==> src/rtl/sw_evt_id_fifo.sv <==
// Per-core software-event consumer: captures event pulses into a pending vector, serialises them
// lowest index first into an ID FIFO, and exposes pop/mask/pending/status over a slave port.
module sw_evt_id_fifo #(
  parameter int unsigned NB_SW_EVT  = 8,
  parameter int unsigned FIFO_DEPTH = 4,
  localparam int unsigned EVT_ID_W  = $clog2(NB_SW_EVT),
  localparam int unsigned CNT_W     = $clog2(FIFO_DEPTH) + 1
) (
  input  logic                 clk_i,
  input  logic                 rst_ni,
  input  logic [NB_SW_EVT-1:0] sw_events_i,
  output logic                 evt_valid_o,
  input  logic                 req_i,
  input  logic                 we_n_i,
  input  logic [3:0]           add_i,
  input  logic [31:0]          wdata_i,
  output logic                 gnt_o,
  output logic                 r_valid_o,
  output logic [31:0]          r_rdata_o
);

  localparam int unsigned PtrW = $clog2(FIFO_DEPTH);

  localparam logic [1:0] RegPop     = 2'd0;
  localparam logic [1:0] RegMask    = 2'd1;
  localparam logic [1:0] RegPending = 2'd2;
  localparam logic [1:0] RegStatus  = 2'd3;

  logic [NB_SW_EVT-1:0] pending_q, pending_d;
  logic [NB_SW_EVT-1:0] mask_q, mask_d;
  logic                 ovf_q, ovf_d;
  logic [EVT_ID_W-1:0]  mem_q [FIFO_DEPTH];
  logic [PtrW-1:0]      wptr_q, rptr_q;
  logic [CNT_W-1:0]     cnt_q, cnt_d;
  logic                 r_valid_q;
  logic [31:0]          r_rdata_q, rdata_d;

  logic [1:0]           reg_sel;
  logic                 rd, wr, pop, push, full, ovf_set, ovf_clr;
  logic [NB_SW_EVT-1:0] arrivals, drain_oh, pend_clr;
  logic [EVT_ID_W-1:0]  drain_id;

  assign reg_sel = add_i[3:2];
  assign rd      = req_i & we_n_i;
  assign wr      = req_i & ~we_n_i;
  assign full    = (cnt_q == CNT_W'(FIFO_DEPTH));
  assign pop     = rd && (reg_sel == RegPop) && (cnt_q != '0);
  // A pop frees a slot in the same cycle, so a full FIFO can still accept a drain.
  assign push    = (|pending_q) && (!full || pop);

  assign arrivals = sw_events_i & mask_q;
  assign drain_oh = push ? (pending_q & (~pending_q + NB_SW_EVT'(1))) : '0;
  assign pend_clr = (wr && (reg_sel == RegPending)) ? wdata_i[NB_SW_EVT-1:0] : '0;
  assign ovf_set  = |(arrivals & pending_q & ~drain_oh);
  assign ovf_clr  = wr && (reg_sel == RegStatus) && wdata_i[0];

  always_comb begin
    drain_id = '0;
    for (int i = int'(NB_SW_EVT) - 1; i >= 0; i--) begin
      if (pending_q[i]) drain_id = EVT_ID_W'(i);
    end
  end

  always_comb begin
    pending_d = (pending_q & ~drain_oh & ~pend_clr) | arrivals;
    ovf_d     = ovf_set | (ovf_q & ~ovf_clr);
    mask_d    = (wr && (reg_sel == RegMask)) ? wdata_i[NB_SW_EVT-1:0] : mask_q;
    cnt_d     = cnt_q;
    if (push && !pop) begin
      cnt_d = cnt_q + CNT_W'(1);
    end else if (pop && !push) begin
      cnt_d = cnt_q - CNT_W'(1);
    end
  end

  always_comb begin
    rdata_d = '0;
    if (rd) begin
      unique case (reg_sel)
        RegPop: begin
          if (cnt_q != '0) begin
            rdata_d[31]           = 1'b1;
            rdata_d[30]           = ovf_q;
            rdata_d[EVT_ID_W-1:0] = mem_q[rptr_q];
          end
        end
        RegMask:    rdata_d[NB_SW_EVT-1:0] = mask_q;
        RegPending: rdata_d[NB_SW_EVT-1:0] = pending_q;
        RegStatus: begin
          rdata_d[31]        = ovf_q;
          rdata_d[CNT_W-1:0] = cnt_q;
        end
        default: rdata_d = '0;
      endcase
    end
  end

  always_ff @(posedge clk_i or negedge rst_ni) begin
    if (!rst_ni) begin
      pending_q <= '0;
      mask_q    <= '1;
      ovf_q     <= 1'b0;
      wptr_q    <= '0;
      rptr_q    <= '0;
      cnt_q     <= '0;
      r_valid_q <= 1'b0;
      r_rdata_q <= '0;
    end else begin
      pending_q <= pending_d;
      mask_q    <= mask_d;
      ovf_q     <= ovf_d;
      cnt_q     <= cnt_d;
      r_valid_q <= req_i;
      r_rdata_q <= rdata_d;
      if (push) wptr_q <= wptr_q + PtrW'(1);
      if (pop)  rptr_q <= rptr_q + PtrW'(1);
    end
  end

  // Storage needs no reset: entries are only read while the count says they are live.
  always_ff @(posedge clk_i) begin
    if (push) mem_q[wptr_q] <= drain_id;
  end

  assign evt_valid_o = (cnt_q != '0);
  assign gnt_o       = req_i;
  assign r_valid_o   = r_valid_q;
  assign r_rdata_o   = r_rdata_q;

endmodule

==> config.mk <==
export PLATFORM = sky130hd
export DESIGN_NAME = sw_evt_id_fifo
export DESIGN_NICKNAME = d
export VERILOG_FILES = /design/src/rtl/sw_evt_id_fifo.sv
export SDC_FILE = /design/constraint.sdc
export NUM_CORES = 1
export LEC_CHECK = 0
export BUFFER_PORTS_ARGS = -buffer_cell sky130_fd_sc_hd__buf_2
export CORE_MARGIN = 4
export CORE_UTILIZATION = 40
export CTS_CLUSTER_DIAMETER = 30
export DETAILED_ROUTE_END_ITERATION = 10
export PLACE_DENSITY = 0.75
export SLEW_MARGIN = 20
export SYNTH_ARGS = -nofsm -noshare
export SYNTH_HDL_FRONTEND = slang
export SYNTH_SLANG_ARGS = --single-unit
==> constraint.sdc <==
create_clock -name clk_i -period 2.2 [get_ports clk_i]
set_input_delay 0.22 -clock clk_i [delete_from_list [all_inputs] [get_ports clk_i]]
set_output_delay 0.22 -clock clk_i [all_outputs]
set_load 0.01 [all_outputs]
Word-level counts from Yosys, hierarchy flattened
Memory sizes are Yosys's and may differ from the RTL's. Cells that the tools add are included.

Equality and inequality tests: 4. Bitwise operators: 16. Add/sub/neg operators: 5. Reductions and logical operators: 18. Mux-type cells: 21.

Operators by type and width (number): $and 8x8->8 (6); $mux 3 (11); $mux 32 (1); $not 8->8 (3); $mux 8 (2); $reduce_or 8->1 (2); $pmux 3 s4 (1); $pmux 5 s2 (1); $logic_and 1x1->1 (9); $add 8x1->8 const B (1); $or 8x8->8 (1); $add 2x1->2 const B (2); $eq 2x2->1 const B (2); $add 3x1->3 const B (1); $and 1x1->1 (3); $eq 3x3->1 const B (1); $logic_not 1->1 (3); $mux 1 (3); $reduce_bool 3->1 (1); $sub 3x1->3 const B (1); $eq 2x1->1 const B (1); $logic_not 2->1 (1); $mux 2 (1); $not 1->1 (2); other kinds (4) (4).

Memory bits (writable): 12. Bits of input ports: 48. Flip-flop bits (word level): 57. Memories: 1. Word-level logic and storage cells: 73. Output and inout port bits: 35.

Memories: mem_q (depth 4, width 3, read ports 1, clocked after Yosys merged registers in 0, wr ports 1, line 32) `logic [EVT_ID_W-1:0] mem_q [FIFO_DEPTH];`.

Longest topological paths before layout
Word-level depth: 10. Mapped depth: 11. Mapped depth without buffers: 11.

Least setup slack after synthesis
Ideal clock, no wire load.

Path type: flip-flop to flip-flop. From: register cnt_q[1]. To: register cnt_q[2]. Data required time: 2121 ps. Library setup time: 79 ps. Arrival: 2175 ps. Period minus slack after synthesis: 2254 ps. Stages on the path, launching flop included: 11. Path buffers: 1. Path slack: -54 ps. Path through: dfrtp_1 or3_1 clkbuf_1 and2b_1 inv_1 ha_1 inv_1 fa_1 xor2_1 nor2_1 xor2_1.

Word-level cells in the longest chain between the ends: 7. Elaborated cells on any way between the ends: 15. Those cells by class: add/sub (2); eq/ne (1); mux (2); reduce/logical (10).

Ends and longest elaborated chain: start: declaration (line 34) `logic [CNT_W-1:0] cnt_q, cnt_d;`; start signal: assignment (line 112) `cnt_q <= cnt_d;`; $reduce_bool 3->1 (*); named net evt_valid_o (line 12) `output logic evt_valid_o,`; $logic_and 1x1->1 (*) (line 47) `assign pop = rd && (reg_sel == RegPop) && (cnt_q != '0);`; $logic_or 1x1->1 (line 49) `assign push = (|pending_q) && (!full || pop);`; $logic_and 1x1->1 (line 49); $logic_not 1->1 (line 71) `end else if (pop && !push) begin`; $logic_and 1x1->1 (line 71); $reduce_bool 2->1 (no source line).

Mark *: on every way through the listed nets, which the timed path passes. The rest lies on a longest branch. The select of a mux whose other input is x is not followed. A chain may end at the register's enable or synchronous reset.

Worst setup path in the final report
From: register cnt_q[0]. To: register cnt_q[2].

Word-level cells in the longest chain between the ends: 7. Elaborated cells on any way between the ends: 15. Those cells by class: add/sub (2); eq/ne (1); mux (2); reduce/logical (10).

Ends and longest elaborated chain: branches (longest 7 deep; another with $sub 3x1->3).

Parallel ways; which one is timed is not known. The select of a mux whose other input is x is not followed.

==> results_dict.tcl <==
set metrics [dict create \
    status "finished with violations" \
    violations "hold timing" \
    reg2reg_slack_ps 120 \
    setup_viol 0 \
    cts_made_buffers 5 \
    vias_per_cell 5.13 \
    worstSkewPairLatency_ps 290 \
    postRouteWirelength_um 5130 \
    drive_gt1_frac 0.342 \
    max_slew.worst_pin.slew_ps 761 \
    max-vdd-ir-drop_v 0.000458 \
    place_inst 327 \
    synth_sequential_area_ratio 0.509 \
    ys_types 44 \
    setup_repair_after_global_routing_missed_its_margin "false" \
    worst_slew_margin_rel 0.493 \
    worstReg2RegStart "cnt_q[0]" \
    cts_num_sinks 47 \
    grt_remaining_overflow 0 \
    die_x_um 86.3 \
    routed_met1_length_um 2160 \
    max_cap_violations 0 \
    cts.root.buffer_cell "clkbuf_8" \
    critPathLaunch "cnt_q[0]" \
    final_hold_viol_count 10 \
    synth_edf_count 12 \
    gr-usage-all-layers 0.144 \
    number_of_diodes_added_for_antenna_fixing 0 \
    timing.critical_path.to_type "register" \
    numPortBuffers 34 \
    timing.critical_path.required_ps 2400 \
    layout_min_cycle_time_ps 2080 \
    die_h_um 86.3 \
    cts_hold_buffers 0 \
    floorplan.die_area_um2 7440 \
    finish.cell_count_without_fillers 335 \
    fin_worst_hold_slack_ps -9.94 \
    area_fraction_of_the_dominant_cell_type_after_synthesis 0.276 \
    clkTransAtPathRegs_ps 80 \
    design.core.area_um2 5920 \
    worst_r2r_path_depth 9 \
    slew_violations 0 \
    power.static_leakage_nw 1.29 \
    post_drt_wl_per_cell_um 15.3 \
    antenna_found_initial 0 \
    postSynth.topFlopCell "dfrtp_1" \
    post_synth_inst_count 214 \
    boundaryPins 83 \
    via_count 1719 \
    synth_most_common_cell "dfrtp_1" \
    grt_pass1_wl_um 8360 \
    fmaxAchievable_mhz 481 \
    power.density_nw_per_um2 1160 \
    cts_h_tree_depth 2 \
    mappedNetlistArea_um2 2450 \
    fin_nets 318 \
    maxUsedRoutingLayer "met4" \
    pre_cts_slack_ps 64.8 \
    timing.critical_path.to "cnt_q[2]" \
    critical_path.max_fanout 3 \
    final.setup.worst_slack_ps 120 \
    synth-async-reset-ratio 0.745 \
    synth.yosys.warnings 0 \
    final_antenna_net_count 0 \
    synth_seq_cells 47 \
    critical_path.reg2reg.endpoint "cnt_q[2]" \
    area_added_between_synthesis_and_finish_pct 15.3 \
    timing.final.crit_share 0.945 \
    initial_utilization 0.414 \
    met3_wirelength_um 447 \
    gp_weighted_congestion 0.809 \
    cts_tree "yes" \
    fill_cell_total_of_the_finished_layout 554 \
    synthTopCellsByCount "dfrtp_1 (27), buf_4 (23), nand2_1 (20)" \
    detailedRoute.firstPassIterationCount 6 \
    met2RoutedLength_um 2470 \
    syn_avg_cell_area_um2 11.4 \
    grt_start_max_net_pins 36 \
    clk_path_buf_depth 2 \
    drt_drc_violations_left 0 \
    first_iter_violations 155 \
    fin_worst_skew_ps 9.66 \
    setup_tns_ps 0 \
    worstSetupPathType "register to register" \
    worstHoldPathType "input pin to asynchronous set/reset pin" \
    synth.largest_area_cell "dfrtp_1" \
    cell_area_reported_after_detailed_placement_um2 2690 \
    core.rowCount 28 \
    dp_hpwl_um 3790 \
    vias_in_the_first_global_route 1774 \
    final_cell_area_um2 2820 \
    most_area_consuming_cells_after_synthesis "dfrtp_1 (28%), edfxtp_1 (15%), dfstp_2 (8.6%)" \
    cp-start-kind "register" \
    worstPathArrival_ps 2280 \
]
area by class of cell:
cell class / count / area (µm²) / share of cell area
Tap cell: 75 / 93.8 / 0.0332
Timing Repair Buffer: 46 / 260 / 0.0922
Inverter: 8 / 30.0 / 0.0106
Sequential cell: 47 / 1250 / 0.442
Clock buffer: 6 / 82.6 / 0.0292
Clock inverter: 2 / 35.0 / 0.0124
Multi-Input combinational cell: 151 / 1070 / 0.381
timing repair:
item | 4_1_cts | 5_1_grt
setup buffers | 0 | 0
resized for setup | 0 | 4
endpoints found under the setup margin | 0 | 2
cell usage in the layout (no fill, tap or decap), types with 4 or more instances in the layout:
cell / Yosys / routed
and3_1: 4 / 4
inv_1: 8 / 7
and2_2: 4 / 4
nand3_1: 4 / 4
clkbuf_8: 0 / 6
edfxtp_1: 12 / 12
dfrtp_1: 27 / 26
nand2_1: 20 / 20
o21ai_0: 5 / 5
buf_4: 23 / 12
a222oi_1: 4 / 4
buf_2: 0 / 34
nor2_1: 17 / 17
dfstp_2: 8 / 8
a31oi_1: 5 / 5
a21oi_1: 6 / 6
mux2_2: 9 / 9
a22oi_1: 5 / 5
conb_1: 1 / 22
ha_1: 10 / 9
cells by family (layout without fill, tap and decap cells):
logic type      Yosys count  in the layout  synth area share
flops                    47             47             0.509
mux                      13             13            0.0751
other cells               1             22           0.00153
compound gates           36             36             0.109
xor+xnor                  6              6            0.0215
simple gates             63             63             0.132
fa+ha+maj                11             11            0.0592
buf+inv                  37             62            0.0930
registers in the layout, indices dropped and copies added, names as in the netlist:
name	count
rptr_q	2
r_rdata_o	10
wptr_q	2
r_valid_o	1
pending_q	8
mask_q	8
ovf_q	1
cnt_q	3
mem_q	12
worst min-delay path by stage:
stage                 from      endpoint  slack (ps)  cells after the start
finish              rst_ni  r_rdata_o[0]         -10                      1
global route        rst_ni  r_rdata_o[0]          50                      1
CTS                 rst_ni  r_rdata_o[0]          30                      1
detailed placement  rst_ni  r_rdata_o[0]         340                      1
global placement    rst_ni     rptr_q[1]         330                      1
floorplan           rst_ni      cnt_q[0]         -80                      0
routing by layer:
| layer | vias to the layer above | track usage |
|---|---|---|
| li1 | 804 | - |
| met1 | 830 | 0.189 |
| met2 | 81 | 0.236 |
| met3 | 4 | 0.0304 |
| met4 | 0 | 0.0496 |
| met5 | - | 0 |
worst max-delay path, stage by stage (launching register included):
cell and delay, ps:
dfrtp_1 410, or3_1 390, and2b_1 190, inv_2 90
ha_4 140, inv_1 50, fa_2 330, xor2_1 150
nor2_1 110, xor2_1 150
through the flow:
| stage | hold WS [ps] | power, mW | util |
|---|---|---|---|
| 2_1_floorplan | -75.6 | 2.29 | - |
| 3_5_place_dp | 343 | 2.60 | 0.454 |
| 6_report | -9.94 | 3.27 | 0.477 |
| 3_3_place_gp | 329 | 2.55 | 0.454 |
| 5_1_grt | 51.9 | 3.48 | 0.477 |
| 4_1_cts | 27.6 | 3.25 | 0.474 |
power breakdown:
part | switching, mW | leakage (nW) | total, mW | internal (mW)
combinational | 0.558 | 0.696 | 1.13 | 0.573
sequential | 0.240 | 0.529 | 1.50 | 1.26
clock | 0.268 | 0.0612 | 0.635 | 0.368
total | 1.07 | 1.29 | 3.27 | 2.20
Note: power is estimated with default switching activity, not from simulation.
